<file path="config.mk">
export PLATFORM = sky130hd
export DESIGN_NAME = ro_pair_counter_flat
export DESIGN_NICKNAME = d
export VERILOG_FILES = /design/src/rtl/ro_puf_pkg.sv /design/src/rtl/ro_pair_counter_if.sv /design/src/rtl/ro_edge_counter.sv /design/src/rtl/ro_pair_counter.sv /design/src/flat_wrapper.sv
export SDC_FILE = /design/constraint.sdc
export NUM_CORES = 1
export LEC_CHECK = 0
export ABC_AREA = 1
export CELL_PAD_IN_SITES_DETAIL_PLACEMENT = 0
export CELL_PAD_IN_SITES_GLOBAL_PLACEMENT = 1
export CORE_UTILIZATION = 49
export DETAILED_ROUTE_END_ITERATION = 6
export DONT_BUFFER_PORTS = 1
export GPL_ROUTABILITY_DRIVEN = 0
export PLACE_DENSITY = 0.95
export SLEW_MARGIN = 5
export SYNTH_ARGS = -nofsm -noshare
export SYNTH_HDL_FRONTEND = slang
export SYNTH_SLANG_ARGS = --single-unit
</file>
<file path="constraint.sdc">
create_clock -name Clk -period 2.6 [get_ports Clk]
set_input_delay 0.78 -clock Clk [delete_from_list [all_inputs] [get_ports Clk]]
set_output_delay 0.78 -clock Clk [all_outputs]
set_load 0.02 [all_outputs]
</file>
<file path="src/rtl/ro_puf_pkg.sv">
// Shared definitions for the ring-oscillator PUF measurement path.
package ro_puf_pkg;

    localparam int DEFAULT_COUNT_WIDTH = 16;
    // Minimum synchroniser depth; also used by the RO mux and response shift logic
    localparam int MIN_SYNC_STAGES = 2;

    typedef enum logic [2:0] {
        ST_IDLE    = 3'd0,
        ST_SETTLE  = 3'd1,
        ST_MEASURE = 3'd2,
        ST_COMPARE = 3'd3,
        ST_DONE    = 3'd4
    } ro_state_e;

endpackage

</file>
<file path="src/rtl/ro_pair_counter_if.sv">
// Request/result bundle between the PUF sequencer and the RO pair counter.
interface ro_pair_counter_if
    import ro_puf_pkg::*;
#(
    parameter int COUNT_WIDTH = DEFAULT_COUNT_WIDTH
);
    logic                   Start;
    logic                   Busy;
    logic                   Done;
    logic                   Response;
    logic                   Tie;
    logic                   Overflow;
    logic [COUNT_WIDTH-1:0] Count_a;
    logic [COUNT_WIDTH-1:0] Count_b;

    modport master (
        output Start,
        input  Busy, Done, Response, Tie, Overflow, Count_a, Count_b
    );

    modport slave (
        input  Start,
        output Busy, Done, Response, Tie, Overflow, Count_a, Count_b
    );
endinterface

</file>
<file path="src/rtl/ro_edge_counter.sv">
// Synchronises one RO output, detects rising edges and counts them with saturation.
module ro_edge_counter
    import ro_puf_pkg::*;
#(
    parameter int COUNT_WIDTH = DEFAULT_COUNT_WIDTH,
    parameter int SYNC_STAGES = MIN_SYNC_STAGES
) (
    input  logic                   clk,
    input  logic                   rst,
    input  logic                   ro_in,
    input  logic                   clear,
    input  logic                   count_en,
    output logic [COUNT_WIDTH-1:0] count,
    output logic                   saturated
);

    logic [SYNC_STAGES-1:0] sync_q, sync_d;
    logic                   prev_q, prev_d;
    logic [COUNT_WIDTH-1:0] count_q, count_d;
    logic                   sat_q, sat_d;
    logic                   rise;

    always_comb begin
        sync_d  = {sync_q[SYNC_STAGES-2:0], ro_in};
        prev_d  = sync_q[SYNC_STAGES-1];
        rise    = sync_q[SYNC_STAGES-1] & ~prev_q;
        count_d = count_q;
        sat_d   = sat_q;
        if (clear) begin
            count_d = '0;
            sat_d   = 1'b0;
        end else if (count_en && rise) begin
            // An edge arriving at full scale is lost; remember that it happened
            if (count_q == '1) begin
                sat_d = 1'b1;
            end else begin
                count_d = count_q + 1'b1;
            end
        end
    end

    always_ff @(posedge clk) begin
        if (rst) begin
            sync_q  <= '0;
            prev_q  <= 1'b0;
            count_q <= '0;
            sat_q   <= 1'b0;
        end else begin
            sync_q  <= sync_d;
            prev_q  <= prev_d;
            count_q <= count_d;
            sat_q   <= sat_d;
        end
    end

    assign count     = count_q;
    assign saturated = sat_q;

endmodule

</file>
<file path="src/rtl/ro_pair_counter.sv">
// Enables a pair of ring oscillators, counts their edges over a fixed window
// and turns the comparison into one PUF response bit.
module ro_pair_counter
    import ro_puf_pkg::*;
#(
    parameter int COUNT_WIDTH   = DEFAULT_COUNT_WIDTH,
    parameter int WINDOW_CYCLES = 1024,
    parameter int SETTLE_CYCLES = 4,
    parameter int SYNC_STAGES   = MIN_SYNC_STAGES
) (
    input  logic              Clk,
    input  logic              Reset,
    input  logic              RO_a,
    input  logic              RO_b,
    output logic              RO_enable,
    ro_pair_counter_if.slave  bus
);

    localparam int TIMER_MAX = (WINDOW_CYCLES > SETTLE_CYCLES) ? WINDOW_CYCLES : SETTLE_CYCLES;
    localparam int TIMER_W   = $clog2(TIMER_MAX + 1);
    localparam logic [TIMER_W-1:0] SETTLE_LAST = TIMER_W'(SETTLE_CYCLES - 1);
    localparam logic [TIMER_W-1:0] WINDOW_LAST = TIMER_W'(WINDOW_CYCLES - 1);

    ro_state_e              state_q, state_d;
    logic [TIMER_W-1:0]     timer_q, timer_d;
    logic                   start_q, start_d;
    logic                   ro_enable_q, ro_enable_d;
    logic                   response_q, response_d;
    logic                   tie_q, tie_d;
    logic                   clear_counts;
    logic                   count_en;
    logic [COUNT_WIDTH-1:0] count_a, count_b;
    logic                   sat_a, sat_b;

    always_comb begin
        state_d      = state_q;
        timer_d      = timer_q;
        // Start only registers while idle, so requests made during a measurement are dropped
        start_d      = bus.Start && (state_q == ST_IDLE);
        response_d   = response_q;
        tie_d        = tie_q;
        clear_counts = 1'b0;
        unique case (state_q)
            ST_IDLE: begin
                if (start_q) begin
                    state_d      = ST_SETTLE;
                    timer_d      = '0;
                    clear_counts = 1'b1;
                end
            end
            ST_SETTLE: begin
                if (timer_q == SETTLE_LAST) begin
                    state_d = ST_MEASURE;
                    timer_d = '0;
                end else begin
                    timer_d = timer_q + 1'b1;
                end
            end
            ST_MEASURE: begin
                if (timer_q == WINDOW_LAST) begin
                    state_d = ST_COMPARE;
                    timer_d = '0;
                end else begin
                    timer_d = timer_q + 1'b1;
                end
            end
            ST_COMPARE: begin
                // Equal counts (including both saturated) give Tie=1 and Response=0
                response_d = (count_a > count_b);
                tie_d      = (count_a == count_b);
                state_d    = ST_DONE;
            end
            ST_DONE: begin
                state_d = ST_IDLE;
            end
            default: begin
                state_d = ST_IDLE;
            end
        endcase
        ro_enable_d = (state_d == ST_SETTLE) || (state_d == ST_MEASURE);
    end

    assign count_en = (state_q == ST_MEASURE);

    always_ff @(posedge Clk) begin
        if (Reset) begin
            state_q     <= ST_IDLE;
            timer_q     <= '0;
            start_q     <= 1'b0;
            ro_enable_q <= 1'b0;
            response_q  <= 1'b0;
            tie_q       <= 1'b0;
        end else begin
            state_q     <= state_d;
            timer_q     <= timer_d;
            start_q     <= start_d;
            ro_enable_q <= ro_enable_d;
            response_q  <= response_d;
            tie_q       <= tie_d;
        end
    end

    ro_edge_counter #(
        .COUNT_WIDTH (COUNT_WIDTH),
        .SYNC_STAGES (SYNC_STAGES)
    ) u_cnt_a (
        .clk       (Clk),
        .rst       (Reset),
        .ro_in     (RO_a),
        .clear     (clear_counts),
        .count_en  (count_en),
        .count     (count_a),
        .saturated (sat_a)
    );

    ro_edge_counter #(
        .COUNT_WIDTH (COUNT_WIDTH),
        .SYNC_STAGES (SYNC_STAGES)
    ) u_cnt_b (
        .clk       (Clk),
        .rst       (Reset),
        .ro_in     (RO_b),
        .clear     (clear_counts),
        .count_en  (count_en),
        .count     (count_b),
        .saturated (sat_b)
    );

    assign RO_enable    = ro_enable_q;
    assign bus.Busy     = (state_q != ST_IDLE);
    assign bus.Done     = (state_q == ST_DONE);
    assign bus.Response = response_q;
    assign bus.Tie      = tie_q;
    assign bus.Overflow = sat_a | sat_b;
    assign bus.Count_a  = count_a;
    assign bus.Count_b  = count_b;

endmodule

</file>
<file path="src/flat_wrapper.sv">
// flat-port wrapper written by rule: the top's interface ports become plain ports
module ro_pair_counter_flat import ro_puf_pkg::*;
#(
    parameter int COUNT_WIDTH   = DEFAULT_COUNT_WIDTH,
    parameter int WINDOW_CYCLES = 1024,
    parameter int SETTLE_CYCLES = 4,
    parameter int SYNC_STAGES   = MIN_SYNC_STAGES
)
  (Clk, Reset, RO_a, RO_b, RO_enable, bus_Start, bus_Busy, bus_Done, bus_Response, bus_Tie, bus_Overflow, bus_Count_a, bus_Count_b);
  ro_pair_counter_if #(.COUNT_WIDTH(COUNT_WIDTH)) bus_i ();
  input  logic Clk;
  input  logic Reset;
  input  logic RO_a;
  input  logic RO_b;
  output logic RO_enable;
  input wire logic [$bits(bus_i.Start)-1:0] bus_Start;
  output wire logic [$bits(bus_i.Busy)-1:0] bus_Busy;
  output wire logic [$bits(bus_i.Done)-1:0] bus_Done;
  output wire logic [$bits(bus_i.Response)-1:0] bus_Response;
  output wire logic [$bits(bus_i.Tie)-1:0] bus_Tie;
  output wire logic [$bits(bus_i.Overflow)-1:0] bus_Overflow;
  output wire logic [$bits(bus_i.Count_a)-1:0] bus_Count_a;
  output wire logic [$bits(bus_i.Count_b)-1:0] bus_Count_b;
  assign bus_i.Start = bus_Start;
  assign bus_Busy = bus_i.Busy;
  assign bus_Done = bus_i.Done;
  assign bus_Response = bus_i.Response;
  assign bus_Tie = bus_i.Tie;
  assign bus_Overflow = bus_i.Overflow;
  assign bus_Count_a = bus_i.Count_a;
  assign bus_Count_b = bus_i.Count_b;
  ro_pair_counter #(.COUNT_WIDTH(COUNT_WIDTH), .WINDOW_CYCLES(WINDOW_CYCLES), .SETTLE_CYCLES(SETTLE_CYCLES), .SYNC_STAGES(SYNC_STAGES)) u_core (.Clk(Clk), .Reset(Reset), .RO_a(RO_a), .RO_b(RO_b), .RO_enable(RO_enable), .bus(bus_i));
endmodule
</file>
Yosys cells after proc, flatten, opt, wreduce, memory -nomap -nowiden. Cells that the tools add are included.

Add/sub/neg operators: 3. Magnitude comparators: 1. Eq/ne operators: 12. Multiplexer cells: 10. Bitwise logic cells: 7. Reduce and logical (&&, ||, !) cells: 13.

Operator list (count): 11-bit 2-to-1 mux (3); 11-bit one-hot mux with 3 select lines (1); 16-bit by 1-bit adder with 16-bit output, second input constant (2); 16-bit equality test, second input constant (2); 16-bit equality test (1); 16-bit > comparator (1); 3-bit one-hot mux with 4 select lines (1); 11-bit by 1-bit adder with 11-bit output, second input constant (1); 11-bit by 10-bit equality test with 1-bit output, second input constant (1); 11-bit by 2-bit equality test with 1-bit output, second input constant (1); 2-bit AND reduction (5); 3-bit by 2-bit equality test with 1-bit output, second input constant (3); 3-bit 2-to-1 mux (3); 3-bit by 1-bit equality test with 1-bit output, second input constant (2); 3-bit nonzero test (2); 1-bit NOT (4); 3-bit equality test, second input constant (1); 1-bit logical AND (3); 3-bit zero test (1); 1-bit AND (2); 1-bit 2-to-1 mux (2); 2-bit by 1-bit inequality test with 1-bit output, second input constant (1); 2-bit OR reduction (1); 1-bit logical OR (1); 1-bit OR (1).

Register bits after elaboration: 58.

Longest topological paths before layout. Gate-level depths: netlist (run 1).

Depth in word-level cells: 5. Mapped depth: 12.

Cells and area by module. From an unflattened synthesis (run 1), not the netlist that was laid out.

Cell total of the unflattened synthesis: 549. Area total of the unflattened synthesis: 3627.2 um^2.

By module, submodules not included: ro_edge_counter (times used 2, cells an instance 171, area each 1123.6 um^2, sequential area each 400.4 um^2); ro_pair_counter (times used 1, cells an instance 207, area each 1380.1 um^2, sequential area each 360.3 um^2).

Least setup slack after synthesis (run 1). Ideal clock, no wire load.

Kind: register to register. Start: register u_core.u_cnt_a.count_q[1], in the netlist u_core.u_cnt_a.count[1]. End: register u_core.u_cnt_a.count_q[1], in the netlist u_core.u_cnt_a.count[1]. Arrival: 1610 ps. Data required time: 2484 ps. Slack: 874 ps. Cell stages (with the launch flop): 10. Period minus slack after synthesis: 1726 ps. Cell sequence: dfxtp_1 > ha_1 > nand2_1 > nor2_2 > nand2_1 > nor2_1 > nor2_4 > buf_6 > nor2_1 > nor2_1.

Longest elaborated chain between the ends: 3. Elaborated cells on any way between the ends: 4. Classes of those cells: add/sub (1); eq/ne (1); bitwise (1); reduce/logical (1).

RTL lines: start, declared (line ro_edge_counter.sv:19) `logic [COUNT_WIDTH-1:0] count_q, count_d;`; start signal, assigned (line ro_edge_counter.sv:51) `count_q <= count_d;`; branches (longest 3 deep; another with 16-bit by 1-bit adder with 16-bit output).

Several ways; the timed one is not identified. A chain may end at the register's enable or synchronous reset.

Worst setup path in the final report (run 1).
Start: register u_core.u_cnt_a.count_q[1], in the netlist u_core.u_cnt_a.count[1]. End: register u_core.u_cnt_a.count_q[0], in the netlist u_core.u_cnt_a.count[0].

Longest elaborated chain between the ends: 3.

RTL lines: 16-bit equality test (line ro_edge_counter.sv:34) `if (count_q == '1) begin`; 1-bit NOT (no line); 2-bit AND reduction (no line).

Every way passes these cells.

==> impl_metrics.toml, run 1 <==
[clocking]
cts_tree = "done"
path_clk_slew_ns = 0.07
clock-sinks = 58
postCtsHoldBufs = 0
cts_max_level = 3
cts-root-buf = "clkbuf_8"
worstSkewPairLatency_ns = 0.35
cts-buffers-inserted = 9
cts_max_path_buffers = 2
post_cts_buffers = 0
cts_resized = 0

[placed_design]
hpwl_mm = 6.32
pre_cts_slack_ns = 0.477
dpl_cell_area_um2 = 3710
portBuffers = 0

[timing]
finalHoldViolCount = 0
setup_viol = 0
rsz0062_at_grt = "false"
fin_hold_ws_ns = 0.408
min_period_ns = 2.12
report.final.slew_viol_count = 0
setup_slack_ns = 0.481
tns_ns = 0
period_share_pct = 81.5
slew_headroom_pct = 55.0
fmax_mhz = 472
tightest_slew_ns = 0.675
fin_skew_ns = 0.0103

[floorplan]
row_count = 30
io_pins = 43
die_h_um = 87.7
die_w_um = 87.7
fp.coreArea_um2 = 6940
dieArea_um2 = 7690
start_util_pct = 51.8

[detailed_routing]
drc = 0
first_iter_violations = 125
ant_nets = 0
detail_route.wl_per_cell_um = 12.9
wirelength_mm = 8.53
num_vias = 3371
first_pass_iters = 4
routed_via_density = 5.11

[yosys]
ys_seq_area_share_pct = 32.3
syn_area_per_cell_um2 = 6.54
yosys.area.top_type_share_pct = 32.3
yosysUniqueCellTypes = 33
synthXorXnorAreaFrac_pct = 4.87
synth_fp_nets = 574
synth_top_family_by_area = "simple AND/OR/NAND/NOR gates"
syn_inst = 550
synth_compound_area_share_pct = 9.22
yosys.area_share.simple_pct = 37.8
yosys_register_bits = 58
synthAdderAreaFrac_pct = 6.61
yosys.area.top_type = "dfxtp_1"
syn_area_um2 = 3600
synthMuxAreaShare_pct = 0
ys_warn_count = 0
yosys-top-cells-area = "dfxtp_1 32%, nand2_1 18%, inv_1 7.0%"

[worst_hold_path]
min-delay-start = "u_core.u_cnt_a.sync_q[0]"
min_path_cells = 2
min_to = "u_core.u_cnt_a.sync_q[1]"
hold_path_class = "flip-flop to flip-flop"

[status]
status = "complete, no violations"

[worst_setup_path]
start_kind = "flip-flop"
worstPathMaxFanout = 16
critPathArrivalTime_ns = 2.39
critical_path.max_stage_delay_ns = 0.56
worstSetupPathType = "flip-flop to flip-flop"
crit_slowest_cell = "o21ai_2"
r2r_slack_ns = 0.48
rr_worst_depth = 7
end_kind = "flip-flop"
cp_common_cell = "nand2_1"
r2r-start = "u_core.u_cnt_a.count[1]"
cp.required_ns = 2.87
critical_path.cell_chain = "ha_1 > nand2_1 > nor2_2 > nand2_1 > o21ai_2 > nand2_1 > a21oi_1"
timing.rr.end = "u_core.u_cnt_a.count[0]"

[power_and_ir_drop]
ir_drop_mv = 0.309
p_leak_nw = 1.60
powerDensity_nw_per_um2 = 492

[global_routing]
grtUsageMet1_pct = 27.5
grt_usage_pct = 23.7
overflow = 0
grt_max_degree = 17
grt_pass1_wl_mm = 14.1
grt_use_met2_pct = 40.7
met3_usage_pct = 6.22
grt_pass1_vias = 3090
antenna_found_initial = 0
gr-max-usage-layer = "met2"

[finish]
antenna_cells = 0
fin_nets = 583
utilization_pct = 56.7
syn2layout_area_growth_pct = 9.39
drive_gt1_share_pct = 6.91
final_area_um2 = 3940

[run]
maxCapViolCount = 0
## kinds of logic (layout without fill, tap and decap cells)
| family | count (synthesis) | in the layout |
|---|---|---|
| simple gates | 313 | 313 |
| xor+xnor | 20 | 20 |
| compound gates | 61 | 61 |
| fa+ha+maj | 19 | 19 |
| flops | 58 | 58 |
| buf+inv | 79 | 93 |
## report_power, final
group	switching, mW	internal (mW)	total, mW	leakage [nW]
combinational	0.0500	0.0172	0.0672	1.02
sequential	0.00733	0.896	0.904	0.469
clock	0.420	0.547	0.967	0.110
## synth_stat cells
cell,number
a21oi_1,40
a21oi_2,1
and2_1,2
buf_1,2
buf_2,1
buf_4,1
buf_6,4
clkbuf_1,3
clkinv_1,1
dfxtp_1,58
ha_1,19
inv_1,67
nand2_1,172
nand2_2,2
nand2_4,1
nand3_1,39
nand3b_1,4
nand4_1,11
nor2_1,66
nor2_2,1
nor2_4,4
nor3_1,7
nor3_2,1
nor3_4,2
nor3b_1,1
o211a_1,1
o211ai_1,2
o21a_1,1
o21ai_0,13
o21ai_2,2
o21bai_1,1
xnor2_1,6
xor2_1,14
## cells in the final DEF (no fill, tap or decap), types with 4 or more instances in the layout
cell / count
ha_1: 19
xor2_1: 14
buf_4: 9
xnor2_1: 6
clkbuf_8: 9
nand3b_1: 4
dfxtp_1: 58
nand4_1: 11
o21ai_0: 13
a21oi_1: 40
nor2_1: 66
inv_1: 67
nor2_4: 4
nor3_1: 7
nand2_1: 172
nand3_1: 39
## layer usage
metal	share of wire [%]	vias up
li1	-	1773
met1	44	1501
met2	48	78
met3	5.3	19
met4	2.5	0
met5	0	-
## worst max path at each step
stage / startpoint / endpoint / slack (ns) / cells after the start
floorplan: u_core.u_cnt_a.count[1] / u_core.u_cnt_a.count[1] / 0.87 / 9
global placement: u_core.u_cnt_a.count[1] / u_core.u_cnt_a.count[2] / 0.56 / 7
detailed placement: u_core.u_cnt_a.count[0] / u_core.u_cnt_a.count[0] / 0.48 / 7
CTS: u_core.u_cnt_a.count[1] / u_core.u_cnt_a.count[0] / 0.46 / 7
global route: u_core.u_cnt_a.count[0] / u_core.u_cnt_a.count[0] / 0.27 / 7
finish: u_core.u_cnt_a.count[1] / u_core.u_cnt_a.count[0] / 0.48 / 7
## registers in the layout, summed over array words and instances, names as in the netlist
signal / flops
u_core.u_cnt_b.prev_q: 1
u_core.u_cnt_b.sync_q: 2
u_core.RO_enable: 1
u_core.bus.Tie: 1
u_core.start_q: 1
u_core.u_cnt_a.count: 16
u_core.bus.Response: 1
u_core.u_cnt_b.count: 16
u_core.u_cnt_a.saturated: 1
u_core.timer_q: 11
u_core.u_cnt_a.sync_q: 2
u_core.u_cnt_a.prev_q: 1
u_core.u_cnt_b.saturated: 1
u_core.state_q: 3
## layout make-up
type / count / area (um^2)
sequential: 58 / 1160
fill: 702 / 3010
timing repair buffer: 9 / 67.6
multi-input combinational: 413 / 2100
inverter: 68 / 255
tap: 96 / 120
clock inverter: 7 / 103
clock buffer: 9 / 124
## worst max-delay path: cells and delay by family, from the launching register on
kind                       cells  cell delay, ns
AOI/OAI and AO/OA              2            0.74
DFF                            1            0.53
and+or+nand+nor                4            0.52
adders and majority gates      1            0.24
## metrics by stage
stage               instances  total power, mW
floorplan                 550            0.974
global placement          644            0.991
detailed placement        644            0.992
CTS                       660             1.95
global route              660             2.00
finish                    660             1.94
Power figures use the tool's default switching activity.
==> run 2, diff against run 1 <==
Settings changed: CORE_UTILIZATION 49 to 45, PLACE_DENSITY 0.95 to 0.88.
Clock period 2.6 ns to 2.2 ns, I/O delays scaled along.
==> run 2 against run 1 <==
  * Combinational power is 18% higher
  * Clock skew increased by 0.00073 ns
  * Clock-buffer cell count up 3
  * Wire length up 3.5%
  * Critical path depth shrank 4
  * Clock power up 8%
  * Non-clock buffer count is 16 higher
  * Total power increased by 13%
  * Worst setup slack got worse by 0.18 ns
  * Final cell count up 3.3%
  * Die area grew 8.7%
  * Sequential share of layout area shrank 0.78 points
  * Largest power group is now sequential cells
==> impl_metrics.toml, run 2 (synthesis results as in run 1) <==
[status]
status = "complete, no violations"

[clocking]
postCtsHoldBufs = 0
cts_tree = "done"
cts_max_path_buffers = 2
clock-sinks = 58
path_clk_slew_ns = 0.07
worstSkewPairLatency_ns = 0.35
post_cts_buffers = 0
cts_resized = 0
cts_max_level = 3
cts-root-buf = "clkbuf_8"
cts-buffers-inserted = 9

[finish]
final_cell_mix = "172 x nand2_1, 67 x inv_1, 66 x nor2_1, 58 x dfxtp_1, 40 x a21oi_1"
syn2layout_area_growth_pct = 12.3
fill_cells = 790
drive_gt1_share_pct = 9.31
final_common_cell = "nand2_1"
utilization_pct = 52.3
fin_nets = 599
instances_no_fill = 682
antenna_cells = 0

[floorplan]
dieArea_um2 = 8350
die_h_um = 91.4
row_count = 32
start_util_pct = 46.6
io_pins = 43
fp.coreArea_um2 = 7730
die_w_um = 91.4

[power_and_ir_drop]
powerDensity_nw_per_um2 = 540
p_comb_share_pct = 3.6
p_switching_uw = 519
clkPwrFrac_pct = 47.4
total_power_mw = 2.18
p_int_mw = 1.66
p_leak_nw = 1.67
ir_drop_mv = 0.337
seq_power_share_pct = 48.9
switching_share_pct = 23.8

[worst_setup_path]
rr_worst_depth = 7
cp.required_ns = 1.54
worstPathMaxFanout = 5
r2r-start = "u_core.u_cnt_a.count[2]"
critical_path.cell_chain = "inv_1 > nand2_1 > nor2_1"
start_kind = "flip-flop"
critical_path.max_stage_delay_ns = 0.36
critPathArrivalTime_ns = 1.24
worstSetupPathType = "flip-flop to primary output"
crit_slowest_cell = "dfxtp_1"
end_kind = "primary output"
path_buf_inv = 1
timing.rr.end = "u_core.u_cnt_a.count[2]"
r2r_slack_ns = 0.42
critPathTopFamily = "simple AND/OR/NAND/NOR gates"

[detailed_routing]
drc = 0
num_vias = 3472
routed_via_density = 5.09
detail_route.wl_per_cell_um = 12.9
wirelength_mm = 8.83
ant_nets = 0
first_iter_violations = 108
first_pass_iters = 5

[timing]
fmax_mhz = 526
report.final.slew_viol_count = 0
period_share_pct = 86.4
min_period_ns = 1.90
setup_slack_ns = 0.300
tightest_slew_ns = 0.488
fin_skew_ns = 0.0110
finalHoldViolCount = 0
rsz0062_at_grt = "false"
setup_viol = 0
slew_headroom_pct = 67.4
tns_ns = 0

[worst_hold_path]
min_to = "u_core.u_cnt_a.sync_q[1]"
hold_path_class = "primary input to flip-flop"
min-delay-start = "Reset"
min_path_cells = 1

[run]
maxCapViolCount = 0

[global_routing]
grt_pass1_wl_mm = 15.1
grt_pass1_vias = 3271
overflow = 0
grt_usage_pct = 22.6
antenna_found_initial = 0
grt_max_degree = 24

[placed_design]
hpwl_mm = 6.56
portBuffers = 0
pre_cts_slack_ns = 0.449
post-place-cells = 666
-- run 2: how the worst max path moves through the flow --
stage | startpoint | to | depth (start not counted)
after floorplan | u_core.u_cnt_a.count[1] | u_core.u_cnt_a.count[1] | 9
after CTS | u_core.state_q[1] | bus_Done | 3
after detailed placement | u_core.u_cnt_a.count[2] | u_core.u_cnt_a.count[2] | 7
after global routing | u_core.state_q[1] | bus_Done | 3
final | u_core.state_q[1] | bus_Done | 3
after global placement | u_core.u_cnt_a.count[2] | u_core.u_cnt_a.count[2] | 7
-- run 2: worst register-to-register path, delay by kind of cell (launching register included) --
family | cells | cell delay (ns)
DFF | 1 | 0.58
and+or+nand+nor | 6 | 0.94
AOI/OAI and AO/OA | 1 | 0.16
-- run 2: power by group through the flow --
stage	Clock, mW	Combinational [mW]	Sequential (mW)
floorplan	0	0.0604	1.09
finish	1.04	0.0790	1.07
detailed placement	0	0.0794	1.09
global placement	0	0.0789	1.09
global route	1.11	0.0895	1.07
CTS	1.07	0.0802	1.07
-- run 2: stage by stage --
| stage | hold WS [ns] | instance area (um^2) |
|---|---|---|
| 6_report | 0.376 | 4040 |
| 5_1_grt | 0.361 | 4040 |
| 4_1_cts | 0.361 | 4040 |
| 3_5_place_dp | 0.401 | 3840 |
| 3_3_place_gp | 0.390 | 3840 |
| 2_1_floorplan | 0.388 | 3600 |
-- run 2: final cells by class --
cell class / instances / area, um^2 / area share, %
Multi-Input combinational cell: 413 / 2100 / 52.1
Tap cell: 102 / 128 / 3.16
Clock buffer: 12 / 155 / 3.84
Inverter: 68 / 255 / 6.32
Sequential cell: 58 / 1160 / 28.7
Clock inverter: 4 / 50.0 / 1.24
Timing Repair Buffer: 25 / 188 / 4.64
-- run 2: per-layer routing --
layer	track usage, %	wire length (um)
met4	8.99	170
met3	5.95	460
met2	39.4	4230
met1	26.1	3970
met5	0	0
==> run 3, diff against run 2 <==
--- a/config.mk
+++ b/config.mk
@@ -9,9 +9,9 @@
 export CELL_PAD_IN_SITES_DETAIL_PLACEMENT = 0
 export CELL_PAD_IN_SITES_GLOBAL_PLACEMENT = 1
-export CORE_UTILIZATION = 45
+export CORE_UTILIZATION = 30
 export DETAILED_ROUTE_END_ITERATION = 6
 export DONT_BUFFER_PORTS = 1
 export GPL_ROUTABILITY_DRIVEN = 0
-export PLACE_DENSITY = 0.88
+export PLACE_DENSITY = 0.66
 export SLEW_MARGIN = 5
 export SYNTH_ARGS = -nofsm -noshare
==> constraint.sdc (replaced) <==
create_clock -name Clk -period 2.2 [get_ports Clk]
set_input_delay 0.66 -clock Clk [delete_from_list [all_inputs] [get_ports Clk]]
set_output_delay 0.66 -clock Clk [all_outputs]
set_load 0.1 [all_outputs]
==> run 3 against run 2 <==
  * Clock-buffer cell count unchanged
  * Wire length increased by 10%
  * Non-clock buffer count increased by 22
  * Sequential power about the same
  * The flow now finishes with violations (design-rule violations)
  * Final cell count increased by 9.1%
  * Critical path depth increased by 1
  * Critical path type unchanged
==> impl_metrics.toml, run 3 (synthesis results as in run 1) <==
[floorplan]
row_count = 39
dieArea_um2 = 12400
die_w_um = 112
start_util_pct = 31.1
die_h_um = 112
fp.coreArea_um2 = 11600
io_pins = 43

[timing]
rsz0062_at_grt = "false"
tns_ns = 0
min_period_ns = 1.96
tightest_slew_ns = 0.445
setup_slack_ns = 0.236
slew_headroom_pct = 70.2
fmax_mhz = 509
report.final.slew_viol_count = 0
setup_viol = 0
fin_skew_ns = 0.00767
period_share_pct = 89.3
finalHoldViolCount = 0

[worst_setup_path]
start_kind = "flip-flop"
end_kind = "primary output"
worstPathMaxFanout = 5
cp.required_ns = 1.54
critPathArrivalTime_ns = 1.30
worstSetupPathType = "flip-flop to primary output"

[status]
violations = "design-rule violations"
status = "finished, violations left"

[clocking]
postCtsHoldBufs = 0
cts_tree = "done"
worstSkewPairLatency_ns = 0.33
cts-buffers-inserted = 9
post_cts_buffers = 0
cts_resized = 0
path_clk_slew_ns = 0.05
clock-sinks = 58
cts_max_path_buffers = 2
cts_max_level = 3
cts-root-buf = "clkbuf_16"

[power_and_ir_drop]
clkPwrFrac_pct = 53.8
p_switching_uw = 561
p_leak_nw = 1.84
total_power_mw = 2.54
ir_drop_mv = 0.314
p_comb_share_pct = 4.2
p_int_mw = 1.98
switching_share_pct = 22.0
seq_power_share_pct = 42.0
powerDensity_nw_per_um2 = 585

[finish]
instances_no_fill = 744
antenna_cells = 0
fin_nets = 621
fill_cells = 1248
syn2layout_area_growth_pct = 21.0
final_area_um2 = 4350
final_common_cell = "nand2_1"
drive_gt1_share_pct = 14.0
final_cell_mix = "172 x nand2_1, 67 x inv_1, 65 x nor2_1, 49 x dfxtp_1, 47 x buf_4"

[placed_design]
dpl_cell_area_um2 = 4070
hpwl_mm = 7.40
portBuffers = 0
pre_cts_slack_ns = 0.426
post-place-cells = 729

[detailed_routing]
num_vias = 3487
first_iter_violations = 164
ant_nets = 0
routed_via_density = 4.69
detail_route.wl_per_cell_um = 13.1
wirelength_mm = 9.72
first_pass_iters = 6
drc = 4

[global_routing]
grt_pass1_vias = 3284
overflow = 0
grt_pass1_wl_mm = 16.2
antenna_found_initial = 0
grt_max_degree = 18
grt_usage_pct = 16.7

[worst_hold_path]
hold_path_class = "primary input to flip-flop"

[run]
maxCapViolCount = 0
-- run 3: layer usage --
layer | share of wire, % | wire length [um] | global-route usage (%)
met2 | 48 | 4680 | 29.1
met1 | 46 | 4470 | 19.8
met3 | 4.2 | 405 | 4.03
met5 | 0 | 0 | 0
met4 | 1.7 | 166 | 6.13
-- run 3: final timing paths --
check | end | slack (ns) | start | cells past startpoint
worst min-delay path | u_core.RO_enable | 0.40 | Reset | 1
worst max-delay path | bus_Done | 0.24 | u_core.state_q[1] | 4
worst max register to register | u_core.u_cnt_a.count[15] | 0.43 | u_core.u_cnt_a.count[1] | 8
worst min register to register | u_core.u_cnt_a.sync_q[1] | 0.40 | u_core.u_cnt_a.sync_q[0] | 2
-- run 3: through the flow --
step                      utilization [%]  hold WS [ns]
after floorplan                         -         0.388
after global placement               35.2         0.393
after detailed placement             35.2         0.396
after CTS                            37.6         0.384
after global routing                 37.6         0.383
final                                37.6         0.397
-- run 3: critical path, cell delays in order (launching register included) --
cell and delay (ns):
dfxtp_1 0.35, inv_1 0.14, nand2_1 0.08, nor2_2 0.10
buf_4 0.30
-- run 3: area by class of cell --
| class | instances | area [um^2] | area share [%] |
|---|---|---|---|
| clock inverter | 3 | 40.0 | 0.920 |
| multi-input combinational | 413 | 2110 | 48.4 |
| clock buffer | 12 | 246 | 5.66 |
| sequential | 58 | 1170 | 26.9 |
| inverter | 68 | 255 | 5.86 |
| tap | 143 | 179 | 4.11 |
| timing repair buffer | 47 | 353 | 8.11 |
-- run 3: power by group through the flow --
stage / clock network (mW) / registers, mW / logic [mW]
finish: 1.37 / 1.07 / 0.106
global route: 1.45 / 1.07 / 0.117
CTS: 1.41 / 1.07 / 0.108
detailed placement: 0 / 1.09 / 0.107
global placement: 0 / 1.09 / 0.108
floorplan: 0 / 1.10 / 0.0691
